==> config.mk <==
export PLATFORM = sky130hd
export DESIGN_NAME = obc_shift_accumulator
export DESIGN_NICKNAME = d
export VERILOG_FILES = /design/src/rtl/obc_shift_accumulator.sv
export SDC_FILE = /design/constraint.sdc
export NUM_CORES = 1
export LEC_CHECK = 0
export BUFFER_PORTS_ARGS = -buffer_cell sky130_fd_sc_hd__buf_2
export CAP_MARGIN = 20
export CORE_ASPECT_RATIO = 0.6
export CORE_MARGIN = 5
export CORE_UTILIZATION = 52
export CTS_BUF_LIST = sky130_fd_sc_hd__clkbuf_4
export CTS_CLUSTER_DIAMETER = 60
export CTS_CLUSTER_SIZE = 20
export DETAILED_ROUTE_END_ITERATION = 10
export GPL_TIMING_DRIVEN = 0
export PLACE_DENSITY_LB_ADDON = 0.05
export SYNTH_ARGS = -nofsm -noshare
export SYNTH_HDL_FRONTEND = slang
export SYNTH_SLANG_ARGS = --single-unit
==> constraint.sdc <==
create_clock -name clk -period 6 [get_ports clk]
set_clock_uncertainty 0.2 [all_clocks]
set_input_delay 0.6 -clock clk [delete_from_list [all_inputs] [get_ports clk]]
set_output_delay 0.6 -clock clk [all_outputs]
set_load 0.02 [all_outputs]
==> src/rtl/obc_shift_accumulator.sv <==
// obc_shift_accumulator
// Bit-serial OBC DFT controller/accumulator. Presents one bit of each of the
// eight input samples per cycle (LSB first) as ROM address bits, sums the four
// returned ROM partial words and shift-accumulates them into one output term.
// Optional build macro: OBC_SHIFT_ROUND_EN -- round half-up on every shift step
// instead of truncating (the sign-bit subtract step is the same in both builds).
module obc_shift_accumulator #(
  parameter int W     = 8,
  parameter int ACC_W = 34
) (
  input  logic               clk,
  input  logic               rst,
  input  logic               in_valid,
  output logic               in_ready,
  input  logic [8*W-1:0]     in_samples,
  input  logic [31:0]        init_val,
  output logic [7:0]         x_bits,
  input  logic [31:0]        rom_word0,
  input  logic [31:0]        rom_word1,
  input  logic [31:0]        rom_word2,
  input  logic [31:0]        rom_word3,
  output logic               out_valid,
  input  logic               out_ready,
  output logic [ACC_W-1:0]   out_data
);

  localparam int CNT_W = (W > 1) ? $clog2(W) : 1;
  localparam logic [CNT_W-1:0] LAST_BIT = CNT_W'(W - 1);

  typedef enum logic [1:0] {
    IDLE,
    SHIFT,
    HOLD
  } state_t;

  state_t             state_q;
  logic [CNT_W-1:0]   cnt_q;
  logic [8*W-1:0]     sr_q;
  logic [ACC_W-1:0]   acc_q;
  logic [7:0]         x_bits_q;
  logic [ACC_W-1:0]   out_data_q;
  logic               out_valid_q;
  logic               in_ready_q;

  logic [ACC_W-1:0]   rom_sum;
  logic [ACC_W-1:0]   acc_step;
  logic [ACC_W-1:0]   acc_shr;
  logic [ACC_W-1:0]   acc_sign;
  logic [ACC_W-1:0]   init_ext;
  logic               round_bit;
  logic [8*W-1:0]     sr_load;
  logic [8*W-1:0]     sr_next;
  logic [7:0]         x_load;
  logic [7:0]         x_next;

  // Accumulator datapath: ROM word sum, shift step and sign-bit subtract step
  always_comb begin
`ifdef OBC_SHIFT_ROUND_EN
    round_bit = 1'b1;
`else
    round_bit = 1'b0;
`endif
    rom_sum  = {{(ACC_W-32){rom_word0[31]}}, rom_word0}
             + {{(ACC_W-32){rom_word1[31]}}, rom_word1}
             + {{(ACC_W-32){rom_word2[31]}}, rom_word2}
             + {{(ACC_W-32){rom_word3[31]}}, rom_word3};
    acc_step = acc_q + rom_sum + {{(ACC_W-1){1'b0}}, round_bit};
    acc_shr  = $signed(acc_step) >>> 1;
    acc_sign = acc_q - rom_sum;
    init_ext = {{(ACC_W-32){init_val[31]}}, init_val};
  end

  // Bit-slice shifter: x_bits is registered one step ahead, so the shift
  // register always holds the samples already advanced past the bit on x_bits.
  always_comb begin
    sr_load = '0;
    sr_next = '0;
    x_load  = '0;
    x_next  = '0;
    for (int unsigned k = 0; k < 8; k++) begin
      x_load[k]             = in_samples[k*W];
      sr_load[k*W +: W]     = in_samples[k*W +: W] >> 1;
      x_next[k]             = sr_q[k*W];
      sr_next[k*W +: W]     = sr_q[k*W +: W] >> 1;
    end
  end

  // Control FSM with registered handshake outputs, ROM address bits and result
  always_ff @(posedge clk) begin
    if (rst) begin
      state_q     <= IDLE;
      cnt_q       <= '0;
      sr_q        <= '0;
      acc_q       <= '0;
      x_bits_q    <= '0;
      out_data_q  <= '0;
      out_valid_q <= 1'b0;
      in_ready_q  <= 1'b1;
    end else begin
      case (state_q)
        IDLE: begin
          in_ready_q <= 1'b1;
          x_bits_q   <= '0;
          if (in_valid) begin
            sr_q       <= sr_load;
            x_bits_q   <= x_load;
            acc_q      <= init_ext;
            cnt_q      <= '0;
            in_ready_q <= 1'b0;
            state_q    <= SHIFT;
          end
        end
        SHIFT: begin
          if (cnt_q == LAST_BIT) begin
            acc_q       <= acc_sign;
            out_data_q  <= acc_sign;
            out_valid_q <= 1'b1;
            x_bits_q    <= '0;
            cnt_q       <= '0;
            state_q     <= HOLD;
          end else begin
            acc_q    <= acc_shr;
            cnt_q    <= cnt_q + 1'b1;
            sr_q     <= sr_next;
            x_bits_q <= x_next;
          end
        end
        HOLD: begin
          if (out_ready) begin
            out_valid_q <= 1'b0;
            in_ready_q  <= 1'b1;
            state_q     <= IDLE;
          end
        end
        default: begin
          state_q <= IDLE;
        end
      endcase
    end
  end

  assign in_ready  = in_ready_q;
  assign out_valid = out_valid_q;
  assign out_data  = out_data_q;
  assign x_bits    = x_bits_q;

endmodule

==> impl_metrics.yaml <==
run_status:
  status: "finished, violations left"
  violations: "negative setup slack"
sta:
  max-slew-margin-rel: 0.210
  fin_crit_ns: 6.12
  setup-violations-final: 4
  worstMarginPinSlew_ns: 1.18
  worst_slack_ns: -0.121
  rsz0062_at_grt: "yes"
  max_freq_mhz: 163
  hold_ws_ns: 0.0208
  finalMaxSlewViolations: 0
  fin_crit_sh: 1.02
  hold_violations: 0
layout:
  fin_nets: 2411
  fin_cells: 2342
  drive_above_1_share: 0.226
  syn2layout_area_growth_pct: 21.8
  finalInstanceArea_mm2: 0.0158
  final_cell_mix: "buf_2, inv_1, nand2_1"
  final_common_cell: "buf_2"
place:
  place_area_mm2: 0.0148
  dp_cells: 2286
  gp_congestion: 0.973
  place_hpwl_um: 36900
  port_buffers: 270
die:
  core-area_mm2: 0.0243
  start_util: 0.532
  fp.dieH_um: 132
  io-pin-count: 272
  fp.dieW_um: 214
  row_count: 44
  dieArea_mm2: 0.0283
clock_network:
  cts_buffer_depth: 2
  h-tree-depth: 4
  clkSinkCount: 139
  clk_pin_slew_ns: 0.13
  tritoncts: "built"
  cts_buffers: 17
  cts_root_buf: "clkbuf_4"
  cts_hold_buf: 0
  clock_latency_ns: 0.62
logic_synthesis:
  synth.cell_area_mm2: 0.0129
  synth_compound_area_frac: 0.256
  synth_xor_area_frac: 0.0595
  synth_fa_ha_area_frac: 0.211
  muxShareOfSynthArea: 0.00319
  syn_inst: 1694
  synthArstFlopShare: 0
  synth_cell_types: 75
  ys_warn_count: 0
  synth_edf_count: 0
  synth_area_per_cell_um2: 7.64
  synth-seq-cells: 139
  synth_top_family_by_area: "compound AO/OA/AOI/OAI gates"
  yosysSeqAreaShare: 0.215
  syn_nets: 2100
  synth_ff_type: "dfxtp_1"
  synth_simple_gate_area_frac: 0.168
pwr:
  pwr-share-seq: 0.138
  power_density_mw_per_mm2: 499
  ir_drop_v: 0.000215
  p_int_w: 0.00367
  p_comb_frac: 0.787
  clkPwrFrac: 0.075
  p_leak_nw: 7.45
  switching_share: 0.534
  p_sw_w: 0.00420
worst_hold_path:
  hp-class: "in2reg"
critical_path:
  cp-end-kind: "flip-flop"
  required_ns: 6.33
  worstPathMaxFanout: 6
  cpPeakStageDelay_ns: 0.55
  critPathBufInv: 4
  crit_family: "compound AO/OA/AOI/OAI gates"
  cp-start-kind: "primary input"
  worstSetupPathType: "in2reg"
  arrival_ns: 6.45
  crit_slowest_cell: "fa_1"
detailed_routing:
  via_per_inst: 5.90
  drtIter0Drc: 1440
  ant_nets: 0
  wl_per_cell_um: 20.0
  via_count: 13807
  totalWireLength_um: 46800
  dr.pass1.iters: 5
  drc: 0
global_route:
  antenna_found_initial: 4
  grt_usage: 0.317
  grt_max_degree: 17
  overflow: 0
  grt_pass1_vias: 12510
  grt_pass1_wl_um: 70100
job:
  cap_violations: 0
-- registers in the layout (all words and copies together), names as in the netlist --
| name | cells |
|---|---|
| out_valid | 1 |
| x_bits | 8 |
| out_data | 34 |
| state_q | 2 |
| sr_q | 56 |
| in_ready | 1 |
| cnt_q | 3 |
| acc_q | 34 |
-- final cells by class --
| type | count | area, µm² |
|---|---|---|
| clock buffers | 19 | 143 |
| diodes | 2 | 5.00 |
| fillers | 2245 | 8570 |
| flip-flops and latches | 139 | 2780 |
| clock inverters | 13 | 101 |
| inverters | 210 | 802 |
| multi-input cells | 1255 | 9580 |
| repair buffers | 302 | 1630 |
| well taps | 322 | 403 |
| plain buffers | 80 | 317 |
-- synth_stat cells, types with 9 or more instances --
cell      number  area share
o211ai_1      13      0.0075
ha_1         111        0.11
clkbuf_1      76       0.022
a22oi_1       19       0.011
a211oi_1      36       0.021
a21o_1        38       0.022
nand2_1      186       0.054
a31oi_1       14      0.0068
and3_1         9      0.0043
nor2_1       175       0.051
nand2b_1      15      0.0072
fa_1          67        0.10
nor3_1        28       0.011
inv_1        209       0.061
a311oi_1      55       0.037
nor4_1        10      0.0048
a21oi_1      150       0.058
xnor2_1       64       0.043
nor2b_1       11      0.0053
nand3_1       25      0.0097
dfxtp_1      139        0.21
o21bai_1      15      0.0087
o21ai_1        9      0.0035
o21ai_0       62       0.024
xor2_1        24       0.016
-- power groups by stage --
stage,Sequential [W],Clock (W),Combinational (W)
finish,0.00109,0.000592,0.00619
global route,0.00110,0.000639,0.00669
CTS,0.00108,0.000594,0.00550
detailed placement,0.00110,0,0.00524
global placement,0.00110,0,0.00522
floorplan,0.00108,0,0.00397
-- cells by family after synthesis --
family          count (synthesis)
xor+xnor                       88
flops                         139
mux                             4
fa+ha+maj                     178
simple gates                  498
compound gates                487
buf+inv                       300
-- metal layers --
layer | track usage | wire length [µm] | vias up
li1 | - | - | 6439
met1 | 0.482 | 21600 | 6647
met2 | 0.445 | 19200 | 647
met3 | 0.0908 | 5000 | 74
met4 | 0.0649 | 915 | 0
met5 | 0 | 0 | -
-- metrics by stage --
step                setup TNS [ns]  setup slack [ns]   util  total power, W
global placement            -39.17             -1.74  0.608         0.00632
detailed placement          -38.94             -1.73  0.608         0.00634
CTS                         -0.423            -0.153  0.628         0.00717
finish                      -0.373            -0.121  0.648         0.00787
floorplan                   -0.467            -0.167      -         0.00505
global route                 -1.77            -0.255  0.648         0.00842
-- what timing repair did --
action                                  CTS  global route
endpoints found under the setup margin   32            29
pin swaps                                25            34
gates resized for setup                  36            83
endpoints found under the hold margin     0             0
cloned                                    0             0
buffers inserted                         16            17
-- worst register-to-register path, delay by kind of cell, from the launching register on --
family	cells	cell delay, ns
xor gates and xnor gates	1	0.11
DFF	1	0.35
adders and majority gates	2	0.73
AOI/OAI and AO/OA	9	2.45
-- path summary, 6_finish.rpt --
kind | startpoint | endpoint | slack, ns | cells past startpoint
worst min register to register | out_data[2]$_SDFFE_PP0P_ | out_data[2]$_SDFFE_PP0P_ | 0.26 | 2
worst min-delay path | in_samples[55] | sr_q[54]$_SDFFE_PP0P_ | 0.02 | 3
worst max register to register | acc_q[0]$_SDFFE_PP0P_ | acc_q[25]$_SDFFE_PP0P_ | 2.04 | 12
worst max-delay path | rom_word0[2] | acc_q[22]$_SDFFE_PP0P_ | -0.12 | 27
No activity file was read; power rests on OpenSTA's default activity.
